### src/rtl/proj_pkg.sv
// Shared constants and types for the MinHash hasher -> sorter path.
package proj_pkg;

    localparam int HASHER_SORTER_SIGNATURE = 32;
    localparam int SORTER_INDICE_LEN       = 8;
    localparam int SORTER_TOPK_DEPTH       = 8;

    typedef struct packed {
        logic [HASHER_SORTER_SIGNATURE-1:0] sig;
        logic [SORTER_INDICE_LEN-1:0]       idx;
    } signature_index_pack;

    typedef enum logic {
        COLLECT = 1'b0,
        DRAIN   = 1'b1
    } sorter_state_e;

endpackage

### src/rtl/minhash_sorter_slot.sv
// One entry of the sorted top-k array: holds {sig, idx}, compares against the
// incoming signature and selects hold / load-new / shift-up / shift-down.
module minhash_sorter_slot #(
    parameter int SIG_W = 32,
    parameter int IDX_W = 8
) (
    input  logic                   clk,
    input  logic                   rst_n,
    input  logic                   ins_en,
    input  logic                   shift_dn,
    input  logic [SIG_W-1:0]       in_sig,
    input  logic [IDX_W-1:0]       in_idx,
    input  logic                   below_ge,
    input  logic                   below_valid,
    input  logic [SIG_W+IDX_W-1:0] below_data,
    input  logic                   above_valid,
    input  logic [SIG_W+IDX_W-1:0] above_data,
    output logic                   valid,
    output logic [SIG_W+IDX_W-1:0] data,
`ifdef MINHASH_SORTER_DEDUP_EN
    output logic                   eq,
`endif
    output logic                   ge
);

    logic                   valid_q, valid_d;
    logic [SIG_W+IDX_W-1:0] data_q, data_d;
    logic [SIG_W-1:0]       sig_q;

    assign sig_q = data_q[SIG_W+IDX_W-1 -: SIG_W];

    // ge marks "new beat lands here or below": empty, or strictly greater, so equal sigs keep arrival order.
    assign ge    = !valid_q || (sig_q > in_sig);
`ifdef MINHASH_SORTER_DEDUP_EN
    assign eq    = valid_q && (sig_q == in_sig);
`endif
    assign valid = valid_q;
    assign data  = data_q;

    always_comb begin
        // NOTE: defaults first so every path assigns; otherwise a latch is inferred.
        valid_d = valid_q;
        data_d  = data_q;
        if (shift_dn) begin
            valid_d = above_valid;
            data_d  = above_data;
        end else if (ins_en && ge) begin
            if (below_ge) begin
                valid_d = below_valid;
                data_d  = below_data;
            end else begin
                valid_d = 1'b1;
                data_d  = {in_sig, in_idx};
            end
        end
    end

    // NOTE: data is reset too (not just valid) because slot 0 drives out_sig/out_idx, which must read 0 after reset.
    always_ff @(posedge clk or negedge rst_n) begin
        if (!rst_n) begin
            // NOTE: non-blocking assignments for all flop state to avoid simulation races between blocks.
            valid_q <= 1'b0;
            data_q  <= '0;
        end else begin
            valid_q <= valid_d;
            data_q  <= data_d;
        end
    end

endmodule

### src/rtl/minhash_topk_sorter.sv
// Keeps the DEPTH smallest signatures of a frame in ascending order and drains them.
// Optional macro MINHASH_SORTER_DEDUP_EN drops beats whose signature is already held.
module minhash_topk_sorter
    import proj_pkg::*;
#(
    parameter int SIG_W = HASHER_SORTER_SIGNATURE,
    parameter int IDX_W = SORTER_INDICE_LEN,
    parameter int DEPTH = SORTER_TOPK_DEPTH
) (
    input  logic                       clk,
    input  logic                       rst_n,
    input  logic                       in_valid,
    output logic                       in_ready,
    input  logic [SIG_W-1:0]           in_sig,
    input  logic [IDX_W-1:0]           in_idx,
    input  logic                       in_last,
    output logic                       out_valid,
    input  logic                       out_ready,
    output logic [SIG_W-1:0]           out_sig,
    output logic [IDX_W-1:0]           out_idx,
    output logic                       out_last,
    output logic [$clog2(DEPTH+1)-1:0] out_count
);

    localparam int CNT_W = $clog2(DEPTH+1);
    localparam logic [CNT_W-1:0] DEPTH_C = CNT_W'(DEPTH);
    localparam logic [CNT_W-1:0] ONE_C   = CNT_W'(1);

    // Same bit layout as signature_index_pack at default widths.
    typedef struct packed {
        logic [SIG_W-1:0] sig;
        logic [IDX_W-1:0] idx;
    } slot_t;

    sorter_state_e    state_q, state_d;
    logic [CNT_W-1:0] count_q, count_d;

    logic  slot_valid [DEPTH];
    slot_t slot_data  [DEPTH];
    logic  slot_ge    [DEPTH];

    logic in_fire, out_fire, ins_en, dup;

    assign in_ready  = (state_q == COLLECT);
    assign out_valid = (state_q == DRAIN);
    assign in_fire   = in_valid && in_ready;
    assign out_fire  = out_valid && out_ready;

`ifdef MINHASH_SORTER_DEDUP_EN
    logic slot_eq [DEPTH];

    always_comb begin
        dup = 1'b0;
        for (int i = 0; i < DEPTH; i++) dup = dup | slot_eq[i];
    end
`else
    assign dup = 1'b0;
`endif

    // The top slot's ge covers both cases: empty (not full) or holding a larger sig (evict).
    assign ins_en = in_fire && slot_ge[DEPTH-1] && !dup;

    for (genvar i = 0; i < DEPTH; i++) begin : g_slot
        logic                   below_ge, below_valid, above_valid;
        logic [SIG_W+IDX_W-1:0] below_data, above_data;

        if (i == 0) begin : g_bottom
            assign below_ge    = 1'b0;
            assign below_valid = 1'b0;
            assign below_data  = '0;
        end else begin : g_mid_lo
            assign below_ge    = slot_ge[i-1];
            assign below_valid = slot_valid[i-1];
            assign below_data  = slot_data[i-1];
        end

        if (i == DEPTH-1) begin : g_top
            assign above_valid = 1'b0;
            assign above_data  = '0;
        end else begin : g_mid_hi
            assign above_valid = slot_valid[i+1];
            assign above_data  = slot_data[i+1];
        end

        minhash_sorter_slot #(
            .SIG_W (SIG_W),
            .IDX_W (IDX_W)
        ) u_slot (
            .clk         (clk),
            .rst_n       (rst_n),
            .ins_en      (ins_en),
            .shift_dn    (out_fire),
            .in_sig      (in_sig),
            .in_idx      (in_idx),
            .below_ge    (below_ge),
            .below_valid (below_valid),
            .below_data  (below_data),
            .above_valid (above_valid),
            .above_data  (above_data),
            .valid       (slot_valid[i]),
            .data        (slot_data[i]),
`ifdef MINHASH_SORTER_DEDUP_EN
            .eq          (slot_eq[i]),
`endif
            .ge          (slot_ge[i])
        );
    end

    assign out_sig   = slot_data[0].sig;
    assign out_idx   = slot_data[0].idx;
    assign out_last  = out_valid && (count_q == ONE_C);
    assign out_count = count_q;

    always_comb begin
        state_d = state_q;
        count_d = count_q;
        if (ins_en && (count_q != DEPTH_C)) count_d = count_q + ONE_C;
        if (in_fire && in_last) state_d = DRAIN;
        if (out_fire) begin
            count_d = count_q - ONE_C;
            if (count_q == ONE_C) state_d = COLLECT;
        end
    end

    always_ff @(posedge clk or negedge rst_n) begin
        if (!rst_n) begin
            state_q <= COLLECT;
            count_q <= '0;
        end else begin
            state_q <= state_d;
            count_q <= count_d;
        end
    end

endmodule

### config.mk
export PLATFORM = sky130hd
export DESIGN_NAME = minhash_topk_sorter
export DESIGN_NICKNAME = d
export VERILOG_FILES = /design/src/rtl/proj_pkg.sv /design/src/rtl/minhash_sorter_slot.sv /design/src/rtl/minhash_topk_sorter.sv
export SDC_FILE = /design/constraint.sdc
export NUM_CORES = 1
export LEC_CHECK = 0
export ABC_AREA = 1
export CAP_MARGIN = 10
export CORE_UTILIZATION = 48
export CTS_BUF_LIST = sky130_fd_sc_hd__clkbuf_4
export DETAILED_ROUTE_END_ITERATION = 12
export GPL_TIMING_DRIVEN = 0
export PLACE_DENSITY_LB_ADDON = 0.08
export SETUP_SLACK_MARGIN = 0.3
export SYNTH_ARGS = -nofsm -noshare
export SYNTH_HDL_FRONTEND = slang
export SYNTH_SLANG_ARGS = --single-unit
### constraint.sdc
create_clock -name clk -period 2.2 [get_ports clk]
set_clock_uncertainty 0.05 [all_clocks]
set_input_delay 0.22 -clock clk [delete_from_list [all_inputs] [get_ports clk]]
set_output_delay 0.22 -clock clk [all_outputs]
set_load 0.005 [all_outputs]
== After elaboration in Yosys (flattened, before gate mapping) ==
Index checks and enable logic that the tools add are counted.
Storage, ports and cells
  register bits after elaboration: 333
  bits in latches: 0
  bits in writable memories: 0
  memory bits (read-only): 0
  input bits: 45
  output and inout bits: 47
  word-level logic and storage cells: 121
  memories: 0
Cells by class
  $add $sub $neg: 2
  multipliers: 0
  divide/modulo/power cells: 0
  order comparisons: 8
  equal/unequal tests: 2
  shifts and indexed selects: 0
  mux-type cells: 51
  bitwise logic cells: 1
  reductions and logical operators: 39
Operators by type and width (count)
  40-bit two-way mux: 23
  32-bit > comparator: 8
  1-bit two-way mux: 26
  2-bit nonzero test: 9
  1-bit logical AND: 14
  1-bit logical NOT: 8
  1-bit logical OR: 8
  4-bit two-way mux: 2
  4-bit by 1-bit adder with 4-bit output, second input constant: 1
  4-bit by 1-bit == test with 1-bit output, second input constant: 1
  4-bit != test, second input constant: 1
  4-bit by 1-bit subtractor with 4-bit output, second input constant: 1
  1-bit inverter: 1

== Longest topological paths before layout ==
  depth after elaboration: 6
  mapped depth: 21
  depth with buffers taken out: 20

== Modules after synthesis ==
Synthesis repeated with hierarchy kept, for this count alone.
Unflattened totals
  cell total of the unflattened synthesis: 4091
  area total of the unflattened synthesis: 28235.8 µm²
By module, submodules not included
  minhash_sorter_slot: instances 8, cells each 505, area an instance 3480.8 µm²
  minhash_topk_sorter: instances 1, cells each 51, area an instance 389.1 µm²

== Worst setup path after synthesis ==
OpenSTA, ideal clock, no wires.
  path type: input to register
  from: input port in_sig[7]
  to: register g_slot[7].u_slot.data_q[10]
  arrival: 1.905 ns
  required time: 2.020 ns
  path slack: 0.116 ns
  stages on the path: 16
  cells stage by stage: inv_1 -> ha_1 -> a21o_1 -> nor2_1 -> nand2_1 -> nand2_1 -> nand2_1 -> nand2_1 -> nand2_1 -> nand2_1 -> nand2_1 -> inv_1 -> clkbuf_1 -> nand2_1 -> nand3_1 -> o21ai_0
On the way
  word-level cells in the longest chain between the ends: 5
  elaborated cells between the ends (all ways): 10
  those cells by class: order compare: 2; mux: 3; reduce/logical: 5
RTL lines
  start, declared: RTL line minhash_topk_sorter.sv:14  | input logic [SIG_W-1:0] in_sig,
  32-bit > comparator: RTL line minhash_sorter_slot.sv:33  | assign ge = !valid_q || (sig_q > in_sig);
  1-bit logical OR: RTL line minhash_sorter_slot.sv:33
  40-bit two-way mux or 1-bit logical AND (tied branches): RTL line minhash_sorter_slot.sv:48, minhash_topk_sorter.sv:61
  40-bit two-way mux or 1-bit logical AND (tied branches): RTL line minhash_sorter_slot.sv:47  | end else if (ins_en && ge) begin
  40-bit two-way mux or 2-bit nonzero test (tied branches)
  end signal, assigned: RTL line minhash_sorter_slot.sv:66  | data_q <= data_d;
  end, declared: RTL line minhash_sorter_slot.sv:27  | logic [SIG_W+IDX_W-1:0] data_q, data_d;
Several ways; a longest one is shown, not always the timed one. The select of a mux whose other input is x is not followed.
A chain may end at the register's enable or synchronous reset.

== Worst setup path after layout ==
  from: register g_slot[0].u_slot.data_q[10]
  to: register g_slot[0].u_slot.data_q[21]
On the way
  word-level cells in the longest chain between the ends: 4
RTL lines (RTL line)
  start, declared: minhash_sorter_slot.sv:27
  start signal, assigned: minhash_sorter_slot.sv:66
  32-bit > comparator: minhash_sorter_slot.sv:33
  1-bit logical OR: minhash_sorter_slot.sv:33
  1-bit logical AND: minhash_sorter_slot.sv:47
  2-bit nonzero test (no source line)
Every way passes these cells.

==> flow_summary_export.csv <==
group,metric,value,unit
outcome,status,"finished with violations",
outcome,violations,"design-rule violations, negative hold slack, negative setup slack",
power,leakage,18.01,nW
job,max-cap-violations,0,
logic_synthesis,syn_area,25860,sq um
place,placed_area,27880,sq um
logic_synthesis,synth_top_area_share,0.3222,
critical_path,path_common_cell,"nand2_1",
cts,cts_sinks,333,
routing,dr.pass1.iters,10,
critical_path,r2r_setup_slack,-0.88,ns
timing,max_freq,324.7,MHz
grt,grt_pass1_wl,167900,um
critical_path,r2r_end,"g_slot[0].u_slot.data[21]",
critical_path,cp.arrival,3.85,ns
routing,vias,30200,
cts,cts_inserted_buffers,104,
cells_and_area,fin_nets,4519,
logic_synthesis,ys_async_sr_fraction,1.000,
cts,cts_tree,"done",
cts,clock_latency,0.94,ns
routing,viasPerCell,6.079,
logic_synthesis,synth.most_common_cell,"nand2_1",
floorplan,die_w,234.1,um
timing,rsz0062_at_grt,"true",
cells_and_area,nFillCells,4539,
critical_path,crit_start,"g_slot[0].u_slot.data[10]",
logic_synthesis,syn_avg_cell_area,6.911,sq um
critical_path,slowest_stage,"dfrtp_1",
timing,finalCriticalPeriod,3.080,ns
logic_synthesis,synth-edff-count,0,
cts,cts-htree-levels,3,
critical_path,path_cells,"ha_1, nand2_1, inv_1, nand2_1, nand2_1, nand2_1, nand2_2, nand2_1, nand2_1, nand2_1, nand2_2, nand2_8, nand3_4, nand2_8, clkbuf_16, nand2_2, nand2_1",
critical_path,start_kind,"register",
power,p_per_area,1533,nW/um^2
logic_synthesis,synthTopCellsByArea,"dfrtp_1 (32%), nand3_1 (20%), nand2_1 (16%), ha_1 (13%), or2_2 (3.8%)",
timing,fin_hold_ws,-0.05593,ns
grt,grt.total_usage,0.4108,
timing,tightest_slew,1.172,ns
timing,hold_violations,2,
logic_synthesis,ys_seq_elements,333,
cells_and_area,area_growth,38.04,%
timing,fin_ws,-0.8801,ns
floorplan,fp-row-count,84,
cts,clk_pin_slew,0.06,ns
place,dp_hpwl,79280,um
cts,root_buffer,"clkbuf_4",
logic_synthesis,syn-num-nets,4046,
timing,fin_setup_tns,-199.66,ns
logic_synthesis,synth_flop_cell,"dfrtp_1",
logic_synthesis,seq_area_frac_synth,0.3222,
routing,drc_errors,4,
logic_synthesis,netlist_top_cells_count,"nand2_1 (1096), nand3_1 (1056), dfrtp_1 (333)",
routing,ant_nets,0,
timing,finalSetupViolations,344,
logic_synthesis,ys_warn_count,0,
critical_path,reg2reg_depth,17,
timing,maxSlewHeadroom,0.2187,
floorplan,core_area,52870,sq um
critical_path,path_max_fanout,6,
routing,drt-initial-drc-count,3882,
logic_synthesis,synthDistinctLibCells,28,
routing,wl,121400,um
grt,grt_max_degree,107,
place,port_buffers,83,
cells_and_area,finalInstanceArea,35700,sq um
critical_path,worstSetupPathType,"register to register",
floorplan,start_util,0.4892,
floorplan,num_io_pins,92,
floorplan,die_h,234.1,um
critical_path,worstPathRequired,2.97,ns
critical_path,crit_end,"g_slot[0].u_slot.data[21]",
floorplan,die-area,54810,sq um
routing,wire_per_inst,24.44,um
critical_path,max_stage_delay,0.57,ns
place,gp_congestion,0.9900,
timing,slew_viol_final,0,
grt,grt_overflow_total,0,
cells_and_area,drive_gt1_frac,0.2860,
logic_synthesis,yosysTopAreaCell,"dfrtp_1",
power,vdd_ir_drop_max,0.7404,mV
timing,period_share,1.400,
cts,cts.path.max_buffers,3,
logic_synthesis,synthCells,3742,
min_path,hold_class,"input pin to register",
critical_path,critPathCaptureType,"register",
grt,grt_pass1_vias,27850,
critical_path,r2r_start,"g_slot[0].u_slot.data[10]",
grt,antenna_found_initial,5,
==> worst max-delay path, delay by kind of cell (launching register included) <==
kind	cells	cell delay, ns
adder cells (fa/ha/maj)	1	0.31
flip-flops	1	0.57
AND/OR/NAND/NOR	14	1.79
buffers and inverters	2	0.27
==> how the worst min path moves through the flow <==
| stage | endpoint | cells past startpoint | startpoint |
|---|---|---|---|
| 6_report | g_slot[0].u_slot.data[9] | 6 | in_sig[1] |
| 5_1_grt | g_slot[0].u_slot.data[9] | 6 | in_sig[1] |
| 4_1_cts | g_slot[1].u_slot.data[31] | 5 | in_sig[23] |
| 3_5_place_dp | g_slot[0].u_slot.data[12] | 1 | rst_n |
| 3_3_place_gp | g_slot[0].u_slot.data[3] | 2 | g_slot[0].u_slot.data[3] |
| 2_1_floorplan | g_slot[0].u_slot.data[0] | 0 | rst_n |
==> layer usage <==
| metal | track usage | vias to the layer above | part of all wire |
|---|---|---|---|
| li1 | - | 13550 | - |
| met1 | 0.5172 | 14160 | 0.37 |
| met2 | 0.6333 | 1946 | 0.43 |
| met3 | 0.1057 | 541 | 0.13 |
| met4 | 0.2437 | 2 | 0.068 |
| met5 | 0 | - | 0.00011 |
==> flip-flops by register name, indices dropped and copies added (netlist names) <==
register             flops
out_valid                1
out_count                4
g_slot.u_slot.data     320
g_slot.u_slot.valid      8
==> stage by stage <==
step	total power, mW	util	worst slack, ns	instances	hold WS [ns]
floorplan	28.14	-	0.1271	3742	-0.1256
global placement	37.01	0.5257	-15.25	4513	0.4400
detailed placement	37.37	0.5273	-2.542	4516	0.1431
CTS	47.68	0.6041	-0.5144	4821	0.007958
global route	57.82	0.6753	-0.8961	4968	0.01069
finish	54.71	0.6753	-0.8801	4968	-0.05593
==> cell families after synthesis <==
family                     Yosys count  share of synthesized area
DFF                                333                     0.3222
and+or+nand+nor                   2468                     0.4332
buffers and inverters              446                    0.07107
AOI/OAI and AO/OA                  232                    0.04688
xor gates and xnor gates             4                   0.001355
adders and majority gates          259                     0.1253
==> final cells by class <==
| class | instances | area, sq um | area share |
|---|---|---|---|
| multi-input cells | 2966 | 18250 | 0.5112 |
| flip-flops and latches | 333 | 8351 | 0.2339 |
| repair buffers | 365 | 4056 | 0.1136 |
| plain buffers | 254 | 2085 | 0.05839 |
| clock buffers | 152 | 1141 | 0.03196 |
| well taps | 688 | 860.8 | 0.02411 |
| inverters | 191 | 828.3 | 0.02320 |
| clock inverters | 18 | 125.1 | 0.003505 |
| diodes | 1 | 2.502 | 0.00007010 |
==> where the power goes <==
group	switching (mW)	internal, mW
sequential	3.38	9.15
clock	3.20	3.33
combinational	21.3	14.4
==> placed cells by master (no fill, tap or decap), types with 66 or more instances in the layout <==
master	n
nand2_1	977
nor2_1	66
clkbuf_4	175
a21oi_1	93
ha_1	230
nand3_1	840
dfrtp_1	319
nand2_2	76
or2_2	156
buf_4	163
o21ai_0	77
inv_1	158
nand3_2	208
==> repair_timing <==
item,4_1_cts,5_1_grt
hold buffers,14,44
pin swaps,72,196
endpoints found under the setup margin,380,473
gates resized for setup,405,571
cloned,13,23
buffers inserted,109,79
hold endpoints to repair,296,92
Note: power is estimated with default switching activity, not from simulation.
